$ cat src/rtl/uart_mmio.sv
// Memory-mapped UART register block with TX/RX FIFOs for the picorv32 native bus.
// Optional interrupt logic and IRQEN register built when UART_MMIO_IRQ_EN is defined.
module uart_mmio #(
    parameter logic [31:0] BASE_ADDR = 32'h0200_0000,
    parameter int          TX_DEPTH  = 16,
    parameter int          RX_DEPTH  = 16
) (
    input  logic        clk,
    input  logic        n_reset,
    input  logic        mem_valid,
    input  logic [31:0] mem_addr,
    input  logic [31:0] mem_wdata,
    input  logic [3:0]  mem_wstrb,
    output logic        mem_ready,
    output logic [31:0] mem_rdata,
    output logic        uart_tx_write,
    output logic [7:0]  uart_tx_data,
    input  logic        uart_tx_finished,
    input  logic        uart_rx_ready,
    input  logic [7:0]  uart_rx_data
`ifdef UART_MMIO_IRQ_EN
    ,
    output logic        irq
`endif
);

    localparam int TAW = $clog2(TX_DEPTH);
    localparam int RAW = $clog2(RX_DEPTH);

    typedef enum logic [1:0] {
        S_IDLE,
        S_LAUNCH,
        S_WAIT
    } state_t;

    state_t      r_state;
    logic [7:0]  r_tx_mem [TX_DEPTH];
    logic [7:0]  r_rx_mem [RX_DEPTH];
    logic [TAW:0] r_tx_wp;
    logic [TAW:0] r_tx_rp;
    logic [RAW:0] r_rx_wp;
    logic [RAW:0] r_rx_rp;
    logic        r_overrun;

    logic        w_hit;
    logic [1:0]  w_off;
    logic        w_wr;
    logic        w_req;
    logic        w_stall;
    logic        w_acc;
    logic        w_tx_empty;
    logic        w_tx_full;
    logic        w_rx_empty;
    logic        w_rx_full;
    logic        w_tx_push;
    logic        w_tx_pop;
    logic        w_rx_push;
    logic        w_rx_pop;
    logic        w_ovr_set;
    logic        w_ovr_clr;
    logic        w_tx_busy;
    logic [7:0]  w_rx_head;
    logic [31:0] w_rdata;
    logic        w_unused;

    assign w_hit = mem_addr[31:4] == BASE_ADDR[31:4];
    assign w_off = mem_addr[3:2];
    assign w_wr  = |mem_wstrb;
    assign w_req = mem_valid & w_hit & !mem_ready;

    assign w_tx_empty = r_tx_wp == r_tx_rp;
    assign w_tx_full  = (r_tx_wp[TAW] != r_tx_rp[TAW]) &&
                        (r_tx_wp[TAW-1:0] == r_tx_rp[TAW-1:0]);
    assign w_rx_empty = r_rx_wp == r_rx_rp;
    assign w_rx_full  = (r_rx_wp[RAW] != r_rx_rp[RAW]) &&
                        (r_rx_wp[RAW-1:0] == r_rx_rp[RAW-1:0]);

    // A DATA write into a full TX FIFO is held off rather than dropped
    assign w_stall = w_req & (w_off == 2'd0) & mem_wstrb[0] & w_tx_full;
    assign w_acc   = w_req & !w_stall;

    assign w_tx_push = w_acc & (w_off == 2'd0) & mem_wstrb[0];
    assign w_tx_pop  = (r_state == S_IDLE) & !w_tx_empty;
    assign w_rx_pop  = w_acc & (w_off == 2'd0) & !w_wr & !w_rx_empty;
    assign w_rx_push = uart_rx_ready & (!w_rx_full | w_rx_pop);
    assign w_ovr_set = uart_rx_ready & w_rx_full & !w_rx_pop;
    assign w_ovr_clr = w_acc & (w_off == 2'd1) & mem_wstrb[0] & mem_wdata[2];
    assign w_tx_busy = (r_state != S_IDLE) | !w_tx_empty;
    assign w_rx_head = r_rx_mem[r_rx_rp[RAW-1:0]];

    assign w_unused = &{1'b0, mem_addr[1:0], mem_wdata[31:8]};

`ifdef UART_MMIO_IRQ_EN
    logic r_rx_irq_en;
    logic r_tx_irq_en;
    logic w_irqen_wr;

    assign w_irqen_wr = w_acc & (w_off == 2'd2) & mem_wstrb[0];

    always_ff @(posedge clk) begin
        if (!n_reset) begin
            r_rx_irq_en <= 1'b0;
            r_tx_irq_en <= 1'b0;
            irq         <= 1'b0;
        end else begin
            if (w_irqen_wr) begin
                r_rx_irq_en <= mem_wdata[0];
                r_tx_irq_en <= mem_wdata[1];
            end
            irq <= (r_rx_irq_en & !w_rx_empty) |
                   (r_tx_irq_en & w_tx_empty & (r_state == S_IDLE));
        end
    end
`endif

    always_comb begin
        w_rdata = 32'h0;
        if (!w_wr) begin
            case (w_off)
                2'd0: w_rdata = {23'b0, w_rx_empty,
                                 w_rx_empty ? 8'h00 : w_rx_head};
                2'd1: w_rdata = {28'b0, w_tx_busy, r_overrun,
                                 w_tx_full, !w_rx_empty};
`ifdef UART_MMIO_IRQ_EN
                2'd2: w_rdata = {30'b0, r_tx_irq_en, r_rx_irq_en};
`endif
                default: w_rdata = 32'h0;
            endcase
        end
    end

    always_ff @(posedge clk) begin
        if (w_tx_push) r_tx_mem[r_tx_wp[TAW-1:0]] <= mem_wdata[7:0];
        if (w_rx_push) r_rx_mem[r_rx_wp[RAW-1:0]] <= uart_rx_data;
    end

    always_ff @(posedge clk) begin
        if (!n_reset) begin
            mem_ready <= 1'b0;
            mem_rdata <= 32'h0;
            r_tx_wp   <= '0;
            r_rx_wp   <= '0;
            r_rx_rp   <= '0;
            r_overrun <= 1'b0;
        end else begin
            mem_ready <= w_acc;
            mem_rdata <= w_acc ? w_rdata : 32'h0;
            if (w_tx_push) r_tx_wp <= r_tx_wp + 1'b1;
            if (w_rx_push) r_rx_wp <= r_rx_wp + 1'b1;
            if (w_rx_pop)  r_rx_rp <= r_rx_rp + 1'b1;
            if (w_ovr_set)      r_overrun <= 1'b1;
            else if (w_ovr_clr) r_overrun <= 1'b0;
        end
    end

    // Transmit sequencer: byte is held on uart_tx_data until the frame is done
    always_ff @(posedge clk) begin
        if (!n_reset) begin
            r_state       <= S_IDLE;
            r_tx_rp       <= '0;
            uart_tx_write <= 1'b0;
            uart_tx_data  <= 8'h0;
        end else begin
            case (r_state)
                S_IDLE: begin
                    uart_tx_write <= 1'b0;
                    if (w_tx_pop) begin
                        uart_tx_data  <= r_tx_mem[r_tx_rp[TAW-1:0]];
                        uart_tx_write <= 1'b1;
                        r_tx_rp       <= r_tx_rp + 1'b1;
                        r_state       <= S_LAUNCH;
                    end
                end
                S_LAUNCH: begin
                    uart_tx_write <= 1'b0;
                    r_state       <= S_WAIT;
                end
                S_WAIT: begin
                    uart_tx_write <= 1'b0;
                    if (uart_tx_finished) r_state <= S_IDLE;
                end
                default: begin
                    uart_tx_write <= 1'b0;
                    r_state       <= S_IDLE;
                end
            endcase
        end
    end

endmodule

$ cat config.mk
export PLATFORM = sky130hd
export DESIGN_NAME = uart_mmio
export DESIGN_NICKNAME = d
export VERILOG_FILES = /design/src/rtl/uart_mmio.sv
export SDC_FILE = /design/constraint.sdc
export NUM_CORES = 1
export LEC_CHECK = 0
export BUFFER_PORTS_ARGS = -buffer_cell sky130_fd_sc_hd__buf_2
export CAP_MARGIN = 25
export CELL_PAD_IN_SITES_DETAIL_PLACEMENT = 1
export CELL_PAD_IN_SITES_GLOBAL_PLACEMENT = 1
export CORE_MARGIN = 2
export CORE_UTILIZATION = 35
export CTS_CLUSTER_DIAMETER = 120
export DETAILED_ROUTE_END_ITERATION = 8
export PLACE_DENSITY_LB_ADDON = 0.1
export SLEW_MARGIN = 20
export SYNTH_ARGS = -nofsm -noshare
export SYNTH_HDL_FRONTEND = slang
export SYNTH_SLANG_ARGS = --single-unit
$ cat constraint.sdc
create_clock -name clk -period 3.7 [get_ports clk]
set_input_delay 0.74 -clock clk [delete_from_list [all_inputs] [get_ports clk]]
set_output_delay 0.74 -clock clk [all_outputs]
set_load 0.005 [all_outputs]
# After elaboration in Yosys (flattened, before gate mapping)
# Memories as Yosys holds them, arrays and structs flattened. A register that Yosys moved wholly into a read port is not among the register bits.
# Index checks and enable logic that the tools add are counted.
# word_totals
register_bits,57
ram_bits,256
in_bits,81
out_inout_bits,42
mem_count,2
# op_classes
addsub,4
n_eq_ne,12
mux,14
n_bitwise,21
n_reduce_logical,19
# mem_list
name,words,width,read_ports,rd_clocked_by_memory_dff,write_ports,line,rtl
r_rx_mem,16,8,1,1,1,38,logic [7:0] r_rx_mem [RX_DEPTH];
r_tx_mem,16,8,1,1,1,37,logic [7:0] r_tx_mem [TX_DEPTH];
# op_table
operator,n
$eq 28x22->1 const B,1
$add 5x1->5 const B,4
$pmux 9 s2,1
$and 1x1->1,17
$eq 5x5->1,2
$eq 4x4->1,2
$logic_not 1->1,8
$mux 4,2
$mux 8,1
$mux 1,7
$pmux 2 s3,1
$reduce_and 2->1,3
$reduce_or 6->1,1
$eq 2x1->1 const B,2
$logic_not 2->1,2
$mux 2,2
$ne 2x2->1 const B,2
$reduce_bool 2->1,2
$reduce_or 4->1,1
$eq 2x2->1 const B,1
$logic_and 1x1->1,2
$ne 1x1->1,2
$not 1->1,2
$or 1x1->1,2

# Logic depth before layout (Yosys ltp)
# Gate-level depths: netlist (run 1).
# depth
depth_word,15
mapped_depth,8
mapped_depth_nobuf,6

# Worst setup path before layout (run 1)
# Ideal clock, no wire load.
# synth_timing
path_kind,input -> register
from,input port mem_addr[28]
to,memory r_tx_mem[3][0] (enable)
arrival_ns,2.449
t_required_ns,3.317
slack_ns,0.868
stages,5
path_buffers,0
cell_sequence,nor4b_2 nand4_2 a2111oi_4 nand2_1 nor3_1
# synth_via
elab_chain_cells,12
# synth_lines
element,line,rtl
"start, declared",11,"input logic [31:0] mem_addr,"
$eq 28x22->1 (*),66,assign w_hit = mem_addr[31:4] == BASE_ADDR[31:4];
$and 1x1->1 (*) (2 in series),69,assign w_req = mem_valid & w_hit & !mem_ready;
$and 1x1->1 (3 in series),79,assign w_stall = w_req & (w_off == 2'd0) & mem_wstrb[0] & w_tx_full;
$logic_not 1->1,80,assign w_acc = w_req & !w_stall;
$and 1x1->1 (*),80,
$and 1x1->1 (*) (2 in series),82,assign w_tx_push = w_acc & (w_off == 2'd0) & mem_wstrb[0];
$mux 1 (*),133,if (w_tx_push) r_tx_mem[r_tx_wp[TAW-1:0]] <= mem_wdata[7:0];
$mux 1 (implied by the code) (*),133,
"end, declared",37,
# Mark *: on every way between the ends. The rest lies on a longest branch, timed or not.

# Worst setup path in the final report (run 1)
# layout_timing
from,register r_tx_rp[0]
to,memory r_rx_mem[3][7] (enable)
# layout_via
elab_chain_cells,12
# layout_lines
element,line,rtl
"start, declared",40,logic [TAW:0] r_tx_rp;
"start signal, assigned",170,r_tx_rp <= r_tx_rp + 1'b1;
$eq 4x4->1,73,(r_tx_wp[TAW-1:0] == r_tx_rp[TAW-1:0]);
$logic_and 1x1->1,72,assign w_tx_full = (r_tx_wp[TAW] != r_tx_rp[TAW]) &&
$and 1x1->1,79,
$logic_not 1->1,80,
$and 1x1->1,80,
$and 1x1->1 (3 in series),84,assign w_rx_pop = w_acc & (w_off == 2'd0) & !w_wr & !w_rx_empty;
$or 1x1->1,85,assign w_rx_push = uart_rx_ready & (!w_rx_full | w_rx_pop);
$and 1x1->1,85,
$mux 1,134,if (w_rx_push) r_rx_mem[r_rx_wp[RAW-1:0]] <= uart_rx_data;
$mux 1 (implied by the code),134,
"end, declared",38,
# Every way passes these cells.

==> results.md, run 1 <==
- Dividing the detail-routed wire length by the instance count gives around 22 um.
- Pin placement for this block handled around 120 I/O pins.
- The average cell area after synthesis is approximately 19 um^2.
- For the final database, setup skew stands at 0.0136 ns.
- Timing would allow up to 362 MHz.
- The congestion estimate from routability-driven global placement came to a little over 0.7.
- The sink count of the clock tree is slightly above 300.
- The sequential share of power is 0.511.
- The number of filler instances in the final layout is about 3400.
- Along the worst path, the maximum fanout reaches 14.
- The tree is rooted in a sky130_fd_sc_hd__clkbuf_16.
- Setup repair after global routing left no endpoint under its margin.
- For this run, the detailed router's first-pass iteration total came to 4.
- In the final design database the tool counted 851 nets.
- The worst max-slew margin expressed relative to the limit is 0.396.
- The number of diodes is 0.
- The number of distinct library cells after synthesis is 48.
- The number of failing hold endpoints at the final stage is 0.
- The clock reaches the later pin of the worst-skew pair after between 0.5 and 0.6 ns.
- Of the synthesized area, sequential elements account for 0.710.
- The post-route cell area is roughly 14000 um^2.
- The class of the worst hold path is register to register.
- The maximum clock path buffer count is 3.
- Broken down by cell family, the worst path's largest delay share belongs to simple AND/OR/NAND/NOR gates.
- Gates resized during post-CTS repair numbered 0.
- Together, buffers and inverters on the worst path number 1.
- The count of pins over their slew limit is 0.
- The library cells used most frequently in the layout, excluding fill and tap cells, are sky130_fd_sc_hd__edfxtp_1 (256), sky130_fd_sc_hd__mux4_2 (79), sky130_fd_sc_hd__buf_2 (73), sky130_fd_sc_hd__dfxtp_1 (44), sky130_fd_sc_hd__nor2_1 (41).
- The final-report setup violation count is 0.
- The total chip power is around 7.4 mW.
- The routed design could run at a clock period as short as 2.76 ns.
- The number of maximum-capacitance violations is 0.
- At the pin with the least slew margin, the transition time is around 0.90 ns.
- From bottom edge to top edge, the die measures ~190 um.
- Leaving out fill and tap cells, the most frequent cell in the layout is sky130_fd_sc_hd__edfxtp_1.
- The routed design has between 20000 and 30000 um of wire.
- The area share of the leading cell type in the synthesized netlist is 0.634.
- The peak per-stage delay on the critical path is roughly 0.67 ns.
- The number of global-route vias before repair is 6801.
- The maximum number of pins on one net before global-route repair is 36.
- The buffers inserted during post-CTS setup optimization is 0.
- The type of the setup path with the least slack is register to register.
- After detailed routing, the number of remaining DRC violations is 0.
- The worst setup path is launched from a register.
- After synthesis the cells add up to between 10000 and 15000 um^2.
- Among all stages on the critical path, the largest delay is contributed by sky130_fd_sc_hd__dfxtp_2.
- The power per standard cell area is 518 nW/um^2.
- The standard cell area after detailed placement is 13100 um^2.
- The critical path data required time is approximately 3.9 ns.
- The internal portion of the total power is slightly below 6 mW.
- The number of port buffers is 73.
- The die is about 190 um wide.
- The critical path goes through xor2_2 > nor4_4 > a311oi_4 > buf_4 > a32o_2 > and2_1.
- TritonCTS created 35 clock buffers.
- The DRC violation total after the first TritonRoute iteration is between 300 and 400.
- The synthesized instance count is 642.
- The global-route wire length before repair is around 42000 um.
- The clock tree from TritonCTS is done.
- The run finished with clean final reports.
- The part of the total power dissipated in the clock network is 0.451.
- Of the total power, the share spent switching nets is 0.204.
- After detailed routing, the number of vias per cell comes to ~4.9.
- The setup TNS is 0 ns.
- The data arrival time of the worst path is 2.94 ns.
- The initialized floorplan defines slightly below 70 standard-cell rows.
- The number of storage elements in the synthesis netlist is between 300 and 400.
- After clock tree synthesis, the flow added hold-fix buffers numbering 0.
- The detailed placement HPWL is approximately 19000 um.
- The layout overhead on the synthesized area is 17.4%.
- Dividing the final minimum period by the clock period gives 0.746.
- STA classifies the critical path endpoint as a register.
- The total grt overflow is 0.
- Of all cell types, the one taking the most synthesized area is sky130_fd_sc_hd__edfxtp_1.
- Setup slack on the worst reg-to-reg path comes out at between 0.9 and 1 ns.
- In the global route stage, overall resource usage came out at 0.157.
- The analysis attributes to net switching a power of about 1.5 mW.
- After synthesis, the cell types taking the most area are sky130_fd_sc_hd__edfxtp_1 (63%), sky130_fd_sc_hd__mux4_2 (15%), sky130_fd_sc_hd__dfxtp_1 (7.6%).
- The die footprint is between 30000 and 40000 um^2.
- During synthesis, Yosys emitted a total of 0 warnings.
- The starting density of the core is 0.353.
- Clock-pin slew was measured on the worst setup and hold paths at roughly 0.060 ns.
- The analysis attributes to cell leakage a power of 4.75 nW.
- The area of the placeable core is ~34000 um^2.
- In this run the number of H-tree levels came out at 2.
- The total number of vias is around 6100.
- The count of nets left with antenna violations once routing finished came out at 0.
- In the final layout, the share of cells above drive strength 1 is 0.331.
- The number of antenna violations at the first check in global routing is 0.
- Of the total power, combinational logic draws 0.037.
- The maximum vdd drop is ~0.00036 V.
[power groups by stage]
stage                     registers, mW  logic [mW]  clock network [mW]
after floorplan                    3.83       0.155                   0
after global placement             3.84       0.272                   0
after detailed placement           3.84       0.282                   0
after CTS                          3.77       0.283                3.41
after global routing               3.77       0.308                3.53
final                              3.77       0.275                3.33
[registers in the layout, indices dropped and copies added, names as in the netlist, 2 cells and up, named ones only]
name,flops
r_tx_rp,5
r_tx_wp,5
r_rx_rp,5
r_tx_mem,128
r_rx_wp,5
r_state,2
uart_tx_data,8
r_rx_mem,128
mem_rdata,9
[per-stage QoR]
stage / std cells / hold slack [ns] / setup WS (ns) / util
finish: 1241 / 0.498 / 0.940 / 0.414
global placement: 1178 / 0.478 / 0.558 / 0.382
global route: 1241 / 0.544 / 0.674 / 0.414
floorplan: 664 / 0.456 / 0.868 / -
CTS: 1241 / 0.501 / 0.827 / 0.414
detailed placement: 1178 / 0.489 / 0.525 / 0.382
[kinds of logic (layout without fill, tap and decap cells)]
group,after synthesis,count (layout),share of synthesized area
flip-flops,302,302,0.710
multiplexers,93,93,0.158
other,1,23,0.000309
AND/OR/NAND/NOR,132,132,0.0603
XOR/XNOR,19,19,0.0150
buffers and inverters,59,181,0.0280
adder cells (fa/ha/maj),10,10,0.0103
AO/OA/AOI/OAI,26,26,0.0182
[cell usage after synthesis, drive strengths merged]
master / number
xor2: 15
ha: 10
or2b: 1
conb: 1
a2111oi: 1
edfxtp: 256
mux4: 79
and3: 13
a211oi: 3
nor2b: 8
nand3: 3
buf: 41
and2: 11
nor4: 8
or4: 1
a31oi: 1
a311oi: 1
o21ai: 4
nor3: 6
nor3b: 1
clkbuf: 10
nor2: 41
a32o: 1
nand2b: 4
mux2i: 14
o31ai: 1
inv: 8
nor4b: 2
nand2: 21
nand3b: 1
dfxtp: 46
nand4: 7
or3: 4
a22oi: 2
a21oi: 11
xnor2: 4
a32oi: 1
[path summary, 6_finish.rpt]
| kind | startpoint | end | depth (start not counted) |
|---|---|---|---|
| worst max-delay path | r_tx_rp[0] | r_rx_mem[3][7] | 6 |
| worst min-delay path | uart_tx_data[3] | uart_tx_data[3] | 2 |
| worst max register to register | r_tx_rp[0] | r_rx_mem[3][7] | 6 |
| worst min register to register | uart_tx_data[3] | uart_tx_data[3] | 2 |
[metal layers]
layer / wire length [um] / share of wire / up-vias / global-route usage
li1: - / - / 2742 / -
met1: 11600 / 0.43 / 3185 / 0.198
met2: 14400 / 0.53 / 96 / 0.284
met3: 839 / 0.031 / 35 / 0.0251
met4: 447 / 0.016 / 0 / 0.0370
met5: 0 / 0 / - / 0
[cell type report]
type / instances / area (um^2) / share of cell area
sequential: 302 / 8610 / 0.605
multi-input combinational: 303 / 3260 / 0.229
clock buffer: 50 / 995 / 0.0699
timing repair buffer: 110 / 643 / 0.0452
tap: 455 / 569 / 0.0400
clock inverter: 13 / 121 / 0.00853
inverter: 8 / 30.0 / 0.00211
[worst register-to-register path, stage by stage, from the launching register on]
cell,delay [ns]
sky130_fd_sc_hd__dfxtp_2,0.67
sky130_fd_sc_hd__xor2_2,0.16
sky130_fd_sc_hd__nor4_4,0.56
sky130_fd_sc_hd__a311oi_4,0.22
sky130_fd_sc_hd__buf_4,0.21
sky130_fd_sc_hd__a32o_2,0.29
sky130_fd_sc_hd__and2_1,0.33
No activity file was read; power rests on OpenSTA's default activity.
==> run 2, diff against run 1 <==
==> constraint.sdc (replaced) <==
create_clock -name clk -period 2.4 [get_ports clk]
set_input_delay 0.48 -clock clk [delete_from_list [all_inputs] [get_ports clk]]
set_output_delay 0.48 -clock clk [all_outputs]
set_load 0.005 [all_outputs]
==> results.md, run 2 (synthesis results as in run 1) <==
- The initial utilization of the core area, before any placement, comes to 0.353.
- Dividing the detail-routed via count by the number of cells gives between 4 and 5.
- For this run, the share of the core covered by cells in the final layout is 0.434.
- The number of buffers created by CTS is 36.
- The maximum number of pins on one net before global-route repair is 36.
- In the routed design, unresolved DRC markers number 0.
- In this run the power density over the cells is 789 nW/um^2.
- In this run the worst path has a maximum fanout of 7.
- The combinational fraction of design power is 0.039.
- Data arrives at the worst endpoint at roughly 2.5 ns.
- From left edge to right edge, the die measures around 190 um.
- At the pin with the least slew margin, the transition time is about 0.8 ns.
- The class of the worst hold path is input pin to register.
- The critical path is of the register to register type.
- The critical path data required time is 2.62 ns.
- The number of failing hold endpoints at the final stage was 0.
- The final-report setup violation count is 0.
- The global-route wire length before repair is 43300 um.
- In the finished design, the share of the clock period the worst path needs comes to 0.951.
- Of the cells placed in the final design, the portion with a size suffix greater than 1 is 0.395.
- The number of port buffers is 73.
- The total length of routed wires is approximately 28000 um.
- The total placed cells including tap cells is ~1200.
- The maximum clock path buffer count is 3.
- The worst path meets setup with ~0.12 ns of slack.
- After floorplanning, the core was sized to cover between 30000 and 40000 um^2.
- The final weighted congestion in routability-driven placement is a little over 0.7.
- The total grt overflow is 0.
- The category of the worst setup path capture point is a register.
- For the final routed database, the setup TNS stands at 0 ns.
- Leaving out fill and tap cells, the most frequent cells in the layout are sky130_fd_sc_hd__edfxtp_1 (256), sky130_fd_sc_hd__mux4_2 (79), sky130_fd_sc_hd__buf_2 (73), sky130_fd_sc_hd__buf_4 (65), sky130_fd_sc_hd__dfxtp_1 (43).
- The flow ran to the end, and the final reports show no timing, DRC or antenna violations.
- Cell internal power was estimated by the tool at 9.40 mW.
- The number of antenna violations at the first check in global routing came to 0.
- The count of pins over their slew limit is 0.
- The routed layout has roughly 6200 vias.
- Fill cells in the final layout number roughly 3300.
- The detailed placement HPWL is approximately 19000 um.
- In the final routed layout, each cell accounts on average for roughly 22 um.
- The layout overhead on the synthesized area is 22.9%.
- The number of rows created at floorplan is 68.
- After the first detailed-routing iteration, the DRC count stood at ~280.
- The setup check on the worst reg-to-reg path leaves a slack of ~0.12 ns.
- Counting every sink on the clock net gives roughly 300.
- For this run, the total global-route usage over all layers was measured as 0.162.
- Setup repair after global routing could not meet its margin everywhere.
- The worst max-slew margin expressed relative to the limit is 0.461.
- For this design the total switching power over the nets is 2.35 mW.
- The height of the die is approximately 190 um.
- The kind of start point of the critical path is a register.
- The I/O pin count is between 100 and 150.
- For the worst-skew pair, the clock arrives at the later sink with an insertion delay of a little over 0.5 ns.
- The number of diodes is 0.
- The share of total power dissipated in the clock network is 0.468.
- The switching power share of the total is 0.200.
- The maximum vdd drop is roughly 0.00065 V.
- CTS placed an instance of sky130_fd_sc_hd__clkbuf_16 at the clock tree root.
- The number of maximum-capacitance violations is 0.
- In this run the remaining antenna-violating nets after routing total 0.
- The final critical delay including setup and external delays is roughly 2.3 ns.
- For the final database, setup skew stands at ~0.014 ns.
- Counting instances, the worst hold path has a depth of 4.
- The net count of the finished layout is about 900.
- The logic depth of the worst register-to-register path is 8.
- In this run the static leakage power is around 5 nW.
- The die footprint is between 30000 and 40000 um^2.
- Of the total power, registers draw 0.493.
- TritonCTS built the clock tree.
- The clock tree synthesis step divided the H-tree into 2 levels.
- Clock-pin slew was measured on the worst setup and hold paths at approximately 0.05 ns.
- For this run, the detailed router's first-pass iteration total came to 4.
- The commonest non-fill, non-tap cell in the layout is sky130_fd_sc_hd__edfxtp_1.
- OpenSTA, run right after detailed placement, puts the worst setup slack at -0.458 ns.
- Summing internal, switching and leakage power gives 11.8 mW.
- For this run, the number of standard cells in the final layout without fillers is 1285.
- The number of global-route vias before repair is between 7000 and 8000.
- The highest clock frequency the design can meet is between 400 and 500 MHz.
==> run 2: changes by cell type in the layout (fill, tap and decap cells not counted), sizes merged <==
cell	delta
buf	+41
bufinv	+2
clkbuf	+3
clkinv	-1
clkinvlp	-3
inv	+2
==> run 2: critical path: stages (launching register included) <==
cell	delay (ns)
sky130_fd_sc_hd__dfxtp_1	0.40
sky130_fd_sc_hd__xor2_2	0.20
sky130_fd_sc_hd__nor4_4	0.09
sky130_fd_sc_hd__buf_4	0.16
sky130_fd_sc_hd__a2111oi_4	0.29
sky130_fd_sc_hd__buf_4	0.22
sky130_fd_sc_hd__nand2_1	0.16
sky130_fd_sc_hd__nor3_2	0.25
sky130_fd_sc_hd__buf_4	0.21
==> run 2: path summary, 6_finish.rpt <==
kind                                       start         endpoint
worst max-delay path                  r_tx_wp[2]   r_tx_mem[0][0]
worst min-delay path            uart_tx_finished       r_state[1]
worst max register to register        r_tx_wp[2]   r_tx_mem[0][0]
worst min register to register   uart_tx_data[4]  uart_tx_data[4]
==> run 2: per-layer routing <==
metal / vias to the layer above / GRT usage / wire, um
met3: 34 / 0.0249 / 850
met5: - / 0 / 0
met2: 105 / 0.285 / 14700
met4: 0 / 0.0507 / 638
met1: 3283 / 0.207 / 11900
li1: 2821 / - / -
==> run 2: power groups by stage <==
stage	logic [mW]	registers, mW	clock network [mW]
4_1_cts	0.474	5.80	5.66
5_1_grt	0.515	5.80	5.86
3_3_place_gp	0.457	5.90	0
2_1_floorplan	0.240	5.90	0
3_5_place_dp	0.472	5.91	0
6_report	0.462	5.80	5.50
==> run 2: timing repair <==
action	CTS	global route
buffers inserted	0	1
setup endpoints to repair	14	197
gates resized for setup	3	12
hold buffers	0	0
pin swaps	0	3
endpoints found under the hold margin	0	0
==> run 2: final cells by class <==
| cell class | count | area, um^2 | area share |
|---|---|---|---|
| clock buffer | 53 | 1040 | 0.0698 |
| clock inverter | 13 | 173 | 0.0116 |
| inverter | 8 | 30.0 | 0.00201 |
| multi-input combinational | 303 | 3370 | 0.226 |
| sequential | 302 | 8610 | 0.578 |
| tap | 455 | 569 | 0.0382 |
| timing repair buffer | 151 | 1110 | 0.0747 |
==> run 2: through the flow <==
stage | hold WS, ns | area (um^2)
floorplan | 0.456 | 12200
global placement | 0.471 | 13600
detailed placement | 0.484 | 13600
CTS | 0.250 | 14800
global route | 0.307 | 14900
finish | 0.272 | 14900
